$ cat config.mk
export PLATFORM = sky130hd
export DESIGN_NAME = gmr_keystream_ctrl
export DESIGN_NICKNAME = d
export VERILOG_FILES = /design/src/rtl/gmr_keystream_ctrl.sv
export SDC_FILE = /design/constraint.sdc
export NUM_CORES = 1
export LEC_CHECK = 0
export CORE_ASPECT_RATIO = 0.5
export CORE_MARGIN = 2
export CORE_UTILIZATION = 30
export CTS_BUF_LIST = sky130_fd_sc_hd__clkbuf_8 sky130_fd_sc_hd__clkbuf_16
export CTS_CLUSTER_DIAMETER = 150
export DETAILED_ROUTE_END_ITERATION = 7
export PLACE_DENSITY_LB_ADDON = 0.2
export SLEW_MARGIN = 20
export SYNTH_ARGS = -nofsm -noshare
export SYNTH_HDL_FRONTEND = slang
export SYNTH_SLANG_ARGS = --single-unit
$ cat constraint.sdc
create_clock -name i_clk -period 5.1 [get_ports i_clk]
set_input_delay 1.02 -clock i_clk [delete_from_list [all_inputs] [get_ports i_clk]]
set_output_delay 1.02 -clock i_clk [all_outputs]
set_load 0.03 [all_outputs]
$ cat src/rtl/gmr_keystream_ctrl.sv
// Sequencer for the gmr keystream generator: loads seeds, discards warm-up bits, packs bytes into a 2-entry FIFO.
// Define GMR_CTRL_ZERO_SEED_CHK_EN to reject starts whose LFSR-M or LFSR-L seed is zero.
module gmr_keystream_ctrl #(
   parameter int LOAD_CYCLES = 2,
   parameter int WARMUP      = 32,
   parameter int CNT_W       = 16
) (
   input  logic             i_clk,
   input  logic             i_rst,
   input  logic             i_start,
   input  logic             i_abort,
   input  logic [6:0]       i_seed_lfsrM,
   input  logic [12:0]      i_seed_lfsrL,
   input  logic [CNT_W-1:0] i_nbytes,
   output logic             o_gmr_rst,
   output logic [6:0]       o_gmr_seed_lfsrM,
   output logic [12:0]      o_gmr_seed_lfsrL,
   input  logic             i_gmr_keystream,
   output logic [7:0]       o_data,
   output logic             o_valid,
   input  logic             i_ready,
   output logic             o_busy,
   output logic             o_done,
   output logic             o_overrun
);

   localparam int LW = $clog2(LOAD_CYCLES) + 1;
   localparam int WW = $clog2(WARMUP) + 1;
   localparam logic [LW-1:0] LOAD_LAST = LW'(LOAD_CYCLES - 1);
   localparam logic [WW-1:0] WARM_LAST = WW'(WARMUP - 1);

   typedef enum logic [2:0] {ST_IDLE, ST_LOAD, ST_WARMUP, ST_RUN, ST_DRAIN, ST_DONE} state_t;

   state_t           state_q, state_d;
   logic [LW-1:0]    loadCnt_q, loadCnt_d;
   logic [WW-1:0]    warmCnt_q, warmCnt_d;
   logic [2:0]       bitCnt_q, bitCnt_d;
   logic [7:0]       shift_q, shift_d;
   logic [CNT_W-1:0] bytesLeft_q, bytesLeft_d;
   logic [6:0]       seedM_q, seedM_d;
   logic [12:0]      seedL_q, seedL_d;
   logic [7:0]       head_q, head_d, tail_q, tail_d;
   logic [1:0]       fifoCnt_q, fifoCnt_d;
   logic             valid_q, valid_d, gmrRst_q, gmrRst_d, busy_q, busy_d;
   logic             done_q, done_d, overrun_q, overrun_d;
   logic             abortNow, byteDone, pop, accept, seedBad;
   logic [7:0]       newByte;

`ifdef GMR_CTRL_ZERO_SEED_CHK_EN
   assign seedBad = (i_seed_lfsrM == 7'd0) || (i_seed_lfsrL == 13'd0);
`else
   assign seedBad = 1'b0;
`endif

   // Head and tail are explicit registers so o_data comes straight from a flop.
   always_comb begin
      state_d     = state_q;
      loadCnt_d   = loadCnt_q;
      warmCnt_d   = warmCnt_q;
      bitCnt_d    = bitCnt_q;
      shift_d     = shift_q;
      bytesLeft_d = bytesLeft_q;
      seedM_d     = seedM_q;
      seedL_d     = seedL_q;
      overrun_d   = overrun_q;
      head_d      = head_q;
      tail_d      = tail_q;
      fifoCnt_d   = fifoCnt_q;

      abortNow = i_abort && (state_q != ST_IDLE);
      newByte  = {shift_q[6:0], i_gmr_keystream};
      byteDone = (state_q == ST_RUN) && (bitCnt_q == 3'd7);
      pop      = valid_q && i_ready;
      accept   = byteDone && !abortNow && ((fifoCnt_q != 2'd2) || pop);

      unique case (state_q)
         ST_IDLE: begin
            if (i_start) begin
               if (seedBad) begin
                  overrun_d = 1'b1;
               end else begin
                  seedM_d     = i_seed_lfsrM;
                  seedL_d     = i_seed_lfsrL;
                  bytesLeft_d = i_nbytes;
                  overrun_d   = 1'b0;
                  loadCnt_d   = '0;
                  warmCnt_d   = '0;
                  bitCnt_d    = '0;
                  state_d     = (i_nbytes == '0) ? ST_DONE : ST_LOAD;
               end
            end
         end
         ST_LOAD: begin
            if (loadCnt_q == LOAD_LAST) state_d = ST_WARMUP;
            else                        loadCnt_d = loadCnt_q + LW'(1);
         end
         ST_WARMUP: begin
            if (warmCnt_q == WARM_LAST) state_d = ST_RUN;
            else                        warmCnt_d = warmCnt_q + WW'(1);
         end
         ST_RUN: begin
            shift_d  = newByte;
            bitCnt_d = bitCnt_q + 3'd1;
            if (byteDone) begin
               if (bytesLeft_q != '0) bytesLeft_d = bytesLeft_q - CNT_W'(1);
               if (bytesLeft_q <= CNT_W'(1)) state_d = ST_DRAIN;
            end
         end
         ST_DRAIN: begin
            if ((fifoCnt_q == 2'd0) || ((fifoCnt_q == 2'd1) && pop)) state_d = ST_DONE;
         end
         ST_DONE: state_d = ST_IDLE;
         default: state_d = ST_IDLE;
      endcase

      if (abortNow) begin
         state_d   = ST_IDLE;
         fifoCnt_d = 2'd0;
      end else begin
         unique case ({pop, accept})
            2'b10: begin
               head_d    = tail_q;
               fifoCnt_d = fifoCnt_q - 2'd1;
            end
            2'b01: begin
               if (fifoCnt_q == 2'd0) head_d = newByte;
               else                   tail_d = newByte;
               fifoCnt_d = fifoCnt_q + 2'd1;
            end
            2'b11: begin
               if (fifoCnt_q == 2'd1) begin
                  head_d = newByte;
               end else begin
                  head_d = tail_q;
                  tail_d = newByte;
               end
            end
            default: ;
         endcase
         if (byteDone && !accept) overrun_d = 1'b1;
      end

      valid_d  = (fifoCnt_d != 2'd0);
      gmrRst_d = !((state_d == ST_WARMUP) || (state_d == ST_RUN));
      done_d   = (state_q == ST_DONE) && !abortNow;
      busy_d   = (state_d != ST_IDLE) || done_d;
   end

   always_ff @(posedge i_clk or posedge i_rst) begin
      if (i_rst) begin
         state_q     <= ST_IDLE;
         loadCnt_q   <= '0;
         warmCnt_q   <= '0;
         bitCnt_q    <= '0;
         shift_q     <= '0;
         bytesLeft_q <= '0;
         seedM_q     <= '0;
         seedL_q     <= '0;
         head_q      <= '0;
         tail_q      <= '0;
         fifoCnt_q   <= '0;
         valid_q     <= 1'b0;
         gmrRst_q    <= 1'b1;
         busy_q      <= 1'b0;
         done_q      <= 1'b0;
         overrun_q   <= 1'b0;
      end else begin
         state_q     <= state_d;
         loadCnt_q   <= loadCnt_d;
         warmCnt_q   <= warmCnt_d;
         bitCnt_q    <= bitCnt_d;
         shift_q     <= shift_d;
         bytesLeft_q <= bytesLeft_d;
         seedM_q     <= seedM_d;
         seedL_q     <= seedL_d;
         head_q      <= head_d;
         tail_q      <= tail_d;
         fifoCnt_q   <= fifoCnt_d;
         valid_q     <= valid_d;
         gmrRst_q    <= gmrRst_d;
         busy_q      <= busy_d;
         done_q      <= done_d;
         overrun_q   <= overrun_d;
      end
   end

   assign o_gmr_rst        = gmrRst_q;
   assign o_gmr_seed_lfsrM = seedM_q;
   assign o_gmr_seed_lfsrL = seedL_q;
   assign o_data           = head_q;
   assign o_valid          = valid_q;
   assign o_busy           = busy_q;
   assign o_done           = done_q;
   assign o_overrun        = overrun_q;

endmodule

==> load_flow_metrics.sql, run 1 <==
INSERT INTO impl_metrics (metric_group, metric, value, unit) VALUES
('placement', 'buffer_ports.inserted', '74', ''),
('detailed_routing', 'drc', '0', ''),
('detailed_routing', 'route.top_layer_used', 'met4', ''),
('timing', 'worst-slew-pin-transition', '914', 'ps'),
('logic_synthesis', 'synthArstFlopShare', '100', '%'),
('floorplan', 'initial_cell_density_of_the_core', '31.0', '%'),
('detailed_routing', 'drtAntennaViolNets', '0', ''),
('logic_synthesis', 'post-synth-top-area-cell', 'sky130_fd_sc_hd__dfrtp_1', ''),
('timing', 'timing_max_transition_violations_final', '0', ''),
('timing', 'grt_setup_unrepaired', 'no', ''),
('detailed_routing', 'met2_wl', '3900', 'microns'),
('grt', 'grt_overflow', '0', ''),
('floorplan', 'area_of_the_die', '14200', 'sq um'),
('detailed_routing', 'm1WireLength', '4660', 'microns'),
('grt', 'grt_first_pass_wirelength', '15400', 'microns'),
('timing', 'slew_headroom', '38.7', '%'),
('detailed_routing', 'detail_route.iter0.violations', '179', ''),
('logic_synthesis', 'mean_instance_size_in_the_synthesized_netlist', '10.1', 'sq um'),
('final_layout', 'final.fill_count', '1281', ''),
('final_layout', 'fin_area', '5210', 'sq um'),
('timing', 'period_needed', '2730', 'ps'),
('timing', 'finalSetupViolCount', '0', ''),
('pwr', 'cellLeakagePower', '0.00210', 'uW'),
('pwr', 'powerDensity', '533', 'nW/um^2'),
('clock_network', 'numCtsBuffers', '9', ''),
('timing', 'count_of_final_hold_check_violations', '0', ''),
('run_status', 'outcome', 'finished clean', ''),
('pwr', 'power.sequential.fraction', '38.1', '%'),
('logic_synthesis', 'synth_nets', '444', ''),
('pwr', 'comb_power_share', '36.6', '%'),
('clock_network', 'tritoncts_clock_tree', 'yes', ''),
('clock_network', 'clock_sinks', '80', ''),
('placement', 'worst_slack_at_placement', '2000', 'ps'),
('placement', 'place.gp.congestion', '0.795', ''),
('floorplan', 'num_rows', '29', ''),
('grt', 'grt_pass1_vias', '3057', ''),
('placement', 'dpl_cell_area', '4880', 'sq um'),
('clock_network', 'insertion_delay', '340', 'ps'),
('final_layout', 'fin_nets', '514', ''),
('timing', 'hold-worst-slack', '480', 'ps'),
('pwr', 'clkPwrFrac', '25.3', '%'),
('timing', 'total_negative_setup_slacks', '0', 'ps'),
('grt', 'grt_start_max_net_pins', '55', ''),
('clock_network', 'cts_root_buffer', 'sky130_fd_sc_hd__clkbuf_16', ''),
('setup_path', 'r2r_cell_count', '6', ''),
('timing', 'fin_crit_sh', '53.6', '%'),
('min_path', 'min_delay_path_depth', '2', ''),
('logic_synthesis', 'sequential_fraction_of_the_synthesis_area', '50.6', '%'),
('pwr', 'cell_internal_pwr', '1750', 'uW'),
('final_layout', 'post_route_cells_drive_above_1_share', '14.3', '%'),
('logic_synthesis', 'number_of_flops_mapped_to_enable_cells_by_yosys', '0', ''),
('placement', 'placed_cells_incl_taps', '621', ''),
('setup_path', 'timing_worst_setup_path_type', 'input port to register', ''),
('setup_path', 'critical_path_arrival', '2910', 'ps'),
('logic_synthesis', 'postSynthRegisterBits', '80', ''),
('job', 'cap_violations', '0', ''),
('setup_path', 'maximum_fanout_along_the_worst_path', '16', ''),
('logic_synthesis', 'synthDistinctLibCells', '53', ''),
('clock_network', 'clk_path_buf_depth', '2', ''),
('final_layout', 'fin_cells', '637', ''),
('floorplan', 'fp.dieW', '167', 'microns'),
('logic_synthesis', 'post_synthesis_instance_total', '392', ''),
('setup_path', 'setup.worst_path.start_class', 'input port', ''),
('final_layout', 'antenna_cells', '0', ''),
('timing', 'worst_slack', '2370', 'ps'),
('detailed_routing', 'met3RoutedLength', '325', 'microns'),
('timing', 'max_freq', '366', 'MHz'),
('logic_synthesis', 'ys_warn_count', '0', ''),
('clock_network', 'post-cts-setup-buffers', '0', ''),
('detailed_routing', 'routed_via_density', '4.84', ''),
('detailed_routing', 'detailedRoute.firstPassIterationCount', '4', '');
[sequential cells by signal, indices dropped and copies added (netlist names), 3 cells and up]
register and flops:
bitCnt_q 3, bytesLeft_q 16, o_data 8, o_gmr_seed_lfsrL 13, o_gmr_seed_lfsrM 7, shift_q 7
state_q 3, tail_q 8, warmCnt_q 6
[through the flow]
step           util (%)  total power [uW]
2_1_floorplan         -              1730
3_5_place_dp       38.2              2090
6_report           40.8              2780
4_1_cts            40.8              2810
3_3_place_gp       38.2              2080
5_1_grt            40.8              2970
[cells by family after synthesis]
family | Yosys count | share of synthesized area (%)
buf+inv | 28 | 2.72
simple gates | 145 | 19.0
compound gates | 90 | 13.9
mux | 37 | 10.2
fa+ha+maj | 10 | 3.16
flops | 80 | 50.6
xor+xnor | 2 | 0.442
[metal layers]
metal,vias to the layer above,GRT usage (%)
met3,8,4.06
met2,54,20.2
li1,1547,-
met1,1471,19.1
met4,0,3.68
met5,-,0
[worst max-delay path, stage by stage]
cell and delay, ps:
sky130_fd_sc_hd__clkdlybuf4s50_1 580, sky130_fd_sc_hd__inv_1 90, sky130_fd_sc_hd__nand3_1 190, sky130_fd_sc_hd__nor3b_1 100, sky130_fd_sc_hd__o21ai_1 720, sky130_fd_sc_hd__o21ai_0 210
[synth_stat cells (2+ instances only)]
master                     number
sky130_fd_sc_hd__dfrtp_1       79
sky130_fd_sc_hd__nand2_1       57
sky130_fd_sc_hd__o21ai_0       31
sky130_fd_sc_hd__a21oi_1       29
sky130_fd_sc_hd__mux2_2        28
sky130_fd_sc_hd__nor2_1        25
sky130_fd_sc_hd__clkbuf_1      15
sky130_fd_sc_hd__ha_1          10
sky130_fd_sc_hd__inv_1         10
sky130_fd_sc_hd__nand3_1       10
sky130_fd_sc_hd__mux2i_1        9
sky130_fd_sc_hd__nor4_1         7
sky130_fd_sc_hd__nor3_1         6
sky130_fd_sc_hd__nand2b_1       5
sky130_fd_sc_hd__or2_2          5
sky130_fd_sc_hd__a22o_1         4
sky130_fd_sc_hd__a31oi_1        4
sky130_fd_sc_hd__a21o_1         3
sky130_fd_sc_hd__nand4_1        3
sky130_fd_sc_hd__nor3b_1        3
sky130_fd_sc_hd__o32ai_1        3
sky130_fd_sc_hd__or4_1          3
sky130_fd_sc_hd__a21oi_2        2
sky130_fd_sc_hd__and2_1         2
sky130_fd_sc_hd__and3_1         2
sky130_fd_sc_hd__buf_2          2
sky130_fd_sc_hd__nand3b_1       2
sky130_fd_sc_hd__nor2b_1        2
sky130_fd_sc_hd__nor4_2         2
sky130_fd_sc_hd__o211ai_1       2
sky130_fd_sc_hd__o22a_1         2
sky130_fd_sc_hd__o22ai_1        2
sky130_fd_sc_hd__o31ai_1        2
sky130_fd_sc_hd__or3_1          2
[cell type report]
cell class / count / area (sq um) / area share, %
sequential: 80 / 2000 / 38.5
multi-input combinational: 284 / 1860 / 35.7
timing repair buffer: 77 / 763 / 14.7
clock buffer: 9 / 225 / 4.33
tap: 170 / 213 / 4.09
clock inverter: 7 / 101 / 1.95
inverter: 10 / 40.0 / 0.769
[power by group through the flow]
stage | logic (uW) | registers [uW] | clock network, uW
finish | 1020 | 1060 | 703
global route | 1120 | 1090 | 752
CTS | 1030 | 1060 | 725
detailed placement | 1020 | 1070 | 0
global placement | 1020 | 1060 | 0
floorplan | 540 | 1190 | 0
[worst paths after layout]
kind                                  from             endpoint  slack (ps)
setup / recovery                   i_abort            o_data[6]        2370
max in group asynchronous            i_rst               o_done        3120
hold reg to reg                  o_data[2]            o_data[2]         480
min in group asynchronous            i_rst  o_gmr_seed_lfsrL[4]        1160
hold / removal                   o_data[2]            o_data[2]         480
setup reg to reg           bytesLeft_q[10]               o_busy        2620
(Power assumes the default switching activity.)
==> inputs of run 2 (changes only) <==
Clock period 5.1 ns to 2.7 ns, I/O delays scaled along.
==> run 2 against run 1 <==
Power increased by 88%. Worst setup slack got worse by 2100 ps. Worst hold slack got worse by 3.1 ps. Non-clock buffer count increased by 11. Critical endpoint is now bytesLeft_q[15].
==> load_flow_metrics.sql, run 2 (synthesis results as in run 1) <==
INSERT INTO impl_metrics (metric_group, metric, value, unit) VALUES
('run_status', 'outcome', 'finished clean', ''),
('setup_path', 'slowest_delay', '550', 'ps'),
('placement', 'post-dp-hpwl', '6450', 'microns'),
('grt', 'use_met1', '19.2', '%'),
('timing', 'total_negative_setup_slacks', '0', 'ps'),
('grt', 'grt_overflow', '0', ''),
('timing', 'fin_crit_sh', '89.1', '%'),
('detailed_routing', 'detail_route.wirelength', '9030', 'microns'),
('final_layout', 'post_route_cells_drive_above_1_share', '16.3', '%'),
('setup_path', 'library_cell_contributing_the_largest_single_delay_on_the_critical_path', 'sky130_fd_sc_hd__or4b_4', ''),
('clock_network', 'cts_root_buffer', 'sky130_fd_sc_hd__clkbuf_16', ''),
('final_layout', 'largest-register', 'bytesLeft_q', ''),
('timing', 'finClkSkew', '8.77', 'ps'),
('setup_path', 'crit_chain', 'nor4_2 -> nand2_2 -> or4_4 -> or4b_4 -> o22ai_2 -> o2bb2a_4', ''),
('clock_network', 'numCtsBuffers', '9', ''),
('clock_network', 'clock_sinks', '80', ''),
('clock_network', 'tritoncts_clock_tree', 'yes', ''),
('min_path', 'hold_path_class', 'register to register', ''),
('setup_path', 'critPathCaptureType', 'register', ''),
('grt', 'grt_first_pass_wirelength', '15400', 'microns'),
('final_layout', 'mostFrequentLayoutCells', 'sky130_fd_sc_hd__dfrtp_1 (79), sky130_fd_sc_hd__clkdlybuf4s50_1 (74), sky130_fd_sc_hd__nand2_1 (57)', ''),
('final_layout', 'antenna_cells', '0', ''),
('timing', 'max_freq', '415', 'MHz'),
('setup_path', 'rr_startpoint', 'bytesLeft_q[0]', ''),
('setup_path', 'critical_path_arrival', '2630', 'ps'),
('grt', 'global_route.usage.met2', '20.2', '%'),
('detailed_routing', 'wl_per_cell', '13.9', 'microns'),
('setup_path', 'timing_worst_setup_path_type', 'register to register', ''),
('floorplan', 'initial_cell_density_of_the_core', '31.0', '%'),
('clock_network', 'insertion_delay', '330', 'ps'),
('grt', 'grt_start_max_net_pins', '50', ''),
('grt', 'grt.total_usage', '13.5', '%'),
('setup_path', 'maximum_fanout_along_the_worst_path', '5', ''),
('setup_path', 'setup.worst_path.start_class', 'register', ''),
('clock_network', 'post-cts-setup-buffers', '0', ''),
('job', 'cap_violations', '0', ''),
('placement', 'place.gp.congestion', '0.759', ''),
('detailed_routing', 'routed_via_density', '4.79', ''),
('timing', 'count_of_final_hold_check_violations', '0', ''),
('timing', 'timing_max_transition_violations_final', '0', ''),
('grt', 'grt_pass1_vias', '3014', ''),
('clock_network', 'ctsHtreeMaxLevel', '3', ''),
('floorplan', 'boundaryPins', '75', ''),
('min_path', 'min_to', 'o_data[3]', ''),
('grt', 'busiest_layer', 'met2', ''),
('grt', 'grtUsageMet3', '3.50', '%'),
('timing', 'finalSetupViolCount', '0', ''),
('timing', 'grt_setup_unrepaired', 'no', ''),
('pwr', 'cellLeakagePower', '0.00215', 'uW'),
('clock_network', 'cts.clk_slew.worst_paths', '60', 'ps'),
('detailed_routing', 'via_count', '3104', ''),
('floorplan', 'die_h', '85.3', 'microns'),
('timing', 'hold-worst-slack', '477', 'ps'),
('final_layout', 'fin_nets', '525', ''),
('timing', 'slew_headroom', '42.7', '%'),
('timing', 'period_needed', '2410', 'ps'),
('clock_network', 'ctsResizeCount', '0', ''),
('floorplan', 'num_rows', '29', ''),
('timing', 'worst-slew-pin-transition', '854', 'ps'),
('min_path', 'min_delay_path_depth', '2', ''),
('floorplan', 'area_of_the_die', '14200', 'sq um'),
('pwr', 'vdd_ir_drop_max', '379', 'uV'),
('min_path', 'min-delay-start', 'o_data[3]', ''),
('setup_path', 'reg2reg_to', 'bytesLeft_q[15]', ''),
('clock_network', 'clk_path_buf_depth', '2', ''),
('setup_path', 'worstPathRequired', '2920', 'ps'),
('floorplan', 'fp.dieW', '167', 'microns'),
('setup_path', 'timing.critical_path.from', 'bytesLeft_q[0]', ''),
('detailed_routing', 'drc', '0', ''),
('setup_path', 'r2r_cell_count', '6', ''),
('grt', 'antenna_found_initial', '0', ''),
('detailed_routing', 'detail_route.iter0.violations', '128', ''),
('floorplan', 'coreArea', '12800', 'sq um'),
('detailed_routing', 'drtAntennaViolNets', '0', ''),
('detailed_routing', 'detailedRoute.firstPassIterationCount', '4', ''),
('pwr', 'powerDensity', '990', 'nW/um^2'),
('setup_path', 'reg2reg_slack', '290', 'ps'),
('final_layout', 'areaGrowthSynthToFinish', '33.3', '%'),
('final_layout', 'final.fill_count', '1291', ''),
('final_layout', 'largest_register_ff_count', '16', ''),
('final_layout', 'most_frequent_standard_cell_in_the_layout_excluding_fill_and_tap_cells', 'sky130_fd_sc_hd__dfrtp_1', ''),
('placement', 'buffer_ports.inserted', '74', ''),
('clock_network', 'ctsHoldBuffers', '0', '');
==> run 2: worst max-delay path by stage <==
stage               cells after the start              end
finish                                  6  bytesLeft_q[15]
global route                            6  bytesLeft_q[15]
CTS                                     6  bytesLeft_q[15]
detailed placement                      6        o_data[0]
global placement                        6        o_data[7]
floorplan                               1      bitCnt_q[0]
==> run 2: metrics by stage <==
stage / instances / area, sq um / total power [uW] / utilization [%] / worst slack [ps]
2_1_floorplan: 392 / 3960 / 3260 / - / 110
6_report: 648 / 5280 / 5230 / 41.4 / 293
5_1_grt: 648 / 5280 / 5600 / 41.4 / 186
3_5_place_dp: 632 / 4970 / 4010 / 38.9 / 275
4_1_cts: 648 / 5280 / 5310 / 41.4 / 293
3_3_place_gp: 632 / 4970 / 3980 / 38.9 / 308
==> run 2: layer usage <==
layer	up-vias	share of wire, %
met5	-	0
met4	0	1.2
met3	7	3.0
met2	47	43
met1	1484	53
li1	1566	-
==> run 2: worst max-delay path, delay by kind of cell, from the launching register on <==
family | cells | cell delay (ps)
simple gates | 4 | 1560
flops | 1 | 430
compound gates | 2 | 310
==> run 2: layout make-up <==
type / instances / area (sq um) / share of cell area, %
flip-flops and latches: 80 / 2000 / 37.9
inverters: 10 / 38.8 / 0.734
clock buffers: 9 / 225 / 4.26
well taps: 170 / 213 / 4.03
clock inverters: 7 / 83.8 / 1.59
repair buffers: 88 / 858 / 16.2
multi-input cells: 284 / 1860 / 35.2
==> run 2: where the power goes <==
part / leakage [uW] / switching (uW) / internal [uW]
clock: 0.000149 / 531 / 735
sequential: 0.00100 / 373 / 1600
combinational: 0.00100 / 1080 / 918
==> inputs of run 3 (changes only) <==
Settings changed: DONT_BUFFER_PORTS set to 1.
==> run 3 against run 2 <==
Global-route usage is 0.50 points lower. Utilization is 5.8 points lower. Final cell count down 12%. Worst hold slack worse by 350 ps. Routed wire length down 4.2%. Combinational power fell by 39%. Clock skew fell by 2.0 ps. Register-to-register slack improved by 30 ps. Non-clock buffer count fell by 79. Largest cell class unchanged. Clock-buffer cell count unchanged. Sequential share of layout area increased by 6.2 points.
==> load_flow_metrics.sql, run 3 (synthesis results as in run 1) <==
INSERT INTO impl_metrics (metric_group, metric, value, unit) VALUES
('setup_path', 'setup.worst_path.start_class', 'register', ''),
('setup_path', 'rr_startpoint', 'bytesLeft_q[4]', ''),
('pwr', 'power.sequential.fraction', '47.2', '%'),
('floorplan', 'coreArea', '12800', 'sq um'),
('final_layout', 'largest-register', 'bytesLeft_q', ''),
('setup_path', 'timing_worst_setup_path_type', 'register to register', ''),
('pwr', 'clkPwrFrac', '28.2', '%'),
('timing', 'timing_max_transition_violations_final', '0', ''),
('pwr', 'comb_power_share', '24.6', '%'),
('clock_network', 'cts_root_buffer', 'sky130_fd_sc_hd__clkbuf_16', ''),
('setup_path', 'maximum_fanout_along_the_worst_path', '6', ''),
('floorplan', 'area_of_the_die', '14200', 'sq um'),
('grt', 'grt_start_max_net_pins', '51', ''),
('timing', 'worst-slew-pin-transition', '904', 'ps'),
('pwr', 'switching_share', '38.0', '%'),
('setup_path', 'reg2reg_to', 'bytesLeft_q[15]', ''),
('clock_network', 'tritoncts_clock_tree', 'yes', ''),
('clock_network', 'ctsResizeCount', '0', ''),
('clock_network', 'post-cts-setup-buffers', '0', ''),
('pwr', 'netSwitchingPower', '1890', 'uW'),
('final_layout', 'largest_register_ff_count', '16', ''),
('setup_path', 'library_cell_contributing_the_largest_single_delay_on_the_critical_path', 'sky130_fd_sc_hd__or4b_4', ''),
('setup_path', 'reg2reg_slack', '330', 'ps'),
('timing', 'slew_headroom', '39.3', '%'),
('timing', 'total_negative_setup_slacks', '0', 'ps'),
('floorplan', 'fp.dieW', '167', 'microns'),
('detailed_routing', 'routed_via_density', '4.91', ''),
('clock_network', 'ctsHtreeMaxLevel', '3', ''),
('timing', 'max_freq', '421', 'MHz'),
('pwr', 'totalPowerFinal', '4970', 'uW'),
('grt', 'grt.total_usage', '13.0', '%'),
('placement', 'post-dp-hpwl', '6170', 'microns'),
('pwr', 'cellLeakagePower', '0.00187', 'uW'),
('timing', 'period_needed', '2370', 'ps'),
('run_status', 'outcome', 'finished clean', ''),
('pwr', 'cell_internal_pwr', '3080', 'uW'),
('grt', 'antenna_found_initial', '0', ''),
('clock_network', 'ctsHoldBuffers', '0', ''),
('detailed_routing', 'detail_route.iter0.violations', '160', ''),
('grt', 'grt_pass1_vias', '2761', ''),
('final_layout', 'post_route_cells_drive_above_1_share', '18.0', '%'),
('placement', 'buffer_ports.inserted', '0', ''),
('detailed_routing', 'detail_route.wirelength', '8650', 'microns'),
('clock_network', 'numCtsBuffers', '9', ''),
('detailed_routing', 'via_count', '2791', ''),
('placement', 'place.gp.congestion', '0.767', ''),
('setup_path', 'crit_chain', 'nor4_4 -> nand2_2 -> or4_4 -> or4b_4 -> o22ai_2 -> o2bb2a_4', ''),
('setup_path', 'timing.critical_path.from', 'bytesLeft_q[4]', ''),
('setup_path', 'slowest_delay', '540', 'ps'),
('grt', 'grt_first_pass_wirelength', '14600', 'microns'),
('floorplan', 'num_rows', '29', ''),
('timing', 'finalSetupViolCount', '0', ''),
('setup_path', 'critical_path_arrival', '2600', 'ps'),
('clock_network', 'clock_sinks', '80', ''),
('final_layout', 'mostFrequentLayoutCells', 'sky130_fd_sc_hd__dfrtp_1 (79), sky130_fd_sc_hd__nand2_1 (57), sky130_fd_sc_hd__o21ai_0 (31)', ''),
('grt', 'grt_overflow', '0', ''),
('detailed_routing', 'wl_per_cell', '15.2', 'microns'),
('timing', 'fin_crit_sh', '88.0', '%'),
('floorplan', 'die_h', '85.3', 'microns'),
('pwr', 'powerDensity', '1090', 'nW/um^2'),
('floorplan', 'boundaryPins', '75', ''),
('setup_path', 'worstPathRequired', '2930', 'ps'),
('setup_path', 'critPathCaptureType', 'register', ''),
('final_layout', 'fin_nets', '446', ''),
('detailed_routing', 'drc', '0', ''),
('timing', 'finClkSkew', '6.81', 'ps'),
('min_path', 'hold_path_class', 'input port to asynchronous set/reset pin', ''),
('final_layout', 'final.fill_count', '1302', ''),
('final_layout', 'antenna_cells', '0', ''),
('clock_network', 'cts.clk_slew.worst_paths', '60', 'ps'),
('setup_path', 'endpoint', 'bytesLeft_q[15]', ''),
('final_layout', 'areaGrowthSynthToFinish', '14.6', '%'),
('floorplan', 'initial_cell_density_of_the_core', '31.0', '%'),
('timing', 'grt_setup_unrepaired', 'no', ''),
('clock_network', 'insertion_delay', '330', 'ps'),
('detailed_routing', 'detailedRoute.firstPassIterationCount', '4', ''),
('timing', 'count_of_final_hold_check_violations', '0', ''),
('final_layout', 'most_frequent_standard_cell_in_the_layout_excluding_fill_and_tap_cells', 'sky130_fd_sc_hd__dfrtp_1', ''),
('pwr', 'vdd_ir_drop_max', '458', 'uV'),
('detailed_routing', 'drtAntennaViolNets', '0', ''),
('job', 'cap_violations', '0', ''),
('setup_path', 'r2r_cell_count', '6', ''),
('clock_network', 'clk_path_buf_depth', '2', '');
run 3: changes by cell type in the layout (fill, tap and decap cells not counted), sizes merged:
cell	change
clkdlybuf4s50	-74
buf	-5
bufinv	+2
inv	-2
clkinv	+1
clkinvlp	-1
run 3: worst min-delay path by stage:
stage / startpoint / to / slack, ps
finish: i_rst / o_gmr_seed_lfsrM[3] / 130
global route: i_rst / o_gmr_seed_lfsrL[1] / 170
CTS: i_rst / o_gmr_seed_lfsrL[1] / 140
detailed placement: tail_q[3] / tail_q[3] / 490
global placement: tail_q[5] / tail_q[5] / 490
floorplan: shift_q[6] / shift_q[6] / 460
run 3: final cells by class:
class	count	area (sq um)	share of cell area [%]
clock buffer	9	225	4.96
timing repair buffer	9	80.1	1.76
multi-input combinational	284	1860	41.0
tap	170	213	4.68
sequential	80	2000	44.1
clock inverter	7	120	2.65
inverter	10	38.8	0.854
run 3: worst max-delay path, delay by kind of cell (launching register included):
family	cells	cell delay (ps)
flops	1	450
simple gates	4	1490
compound gates	2	310
run 3: metrics by stage:
step	cells	setup slack, ps	hold slack (ps)	utilization [%]	instance area (sq um)
after floorplan	392	110	462	-	3960
after global placement	553	365	488	32.8	4200
after detailed placement	553	329	495	32.8	4200
after CTS	569	314	145	35.6	4540
after global routing	569	238	169	35.6	4540
final	569	325	127	35.6	4540
run 3: per-layer routing:
metal  part of all wire, %  vias to the layer above  global-route usage, %
met5                     0                        -                      0
met4                  0.84                        0                   3.76
met3                   4.4                        4                   4.71
met2                    43                       40                   18.5
met1                    52                     1341                   18.6
li1                      -                     1406                      -
run 3: power groups by stage:
stage               Combinational, uW  Sequential, uW  Clock, uW
detailed placement               1230            2380          0
finish                           1220            2340       1400
floorplan                        1020            2240          0
global placement                 1220            2370          0
CTS                              1240            2350       1450
global route                     1420            2420       1510
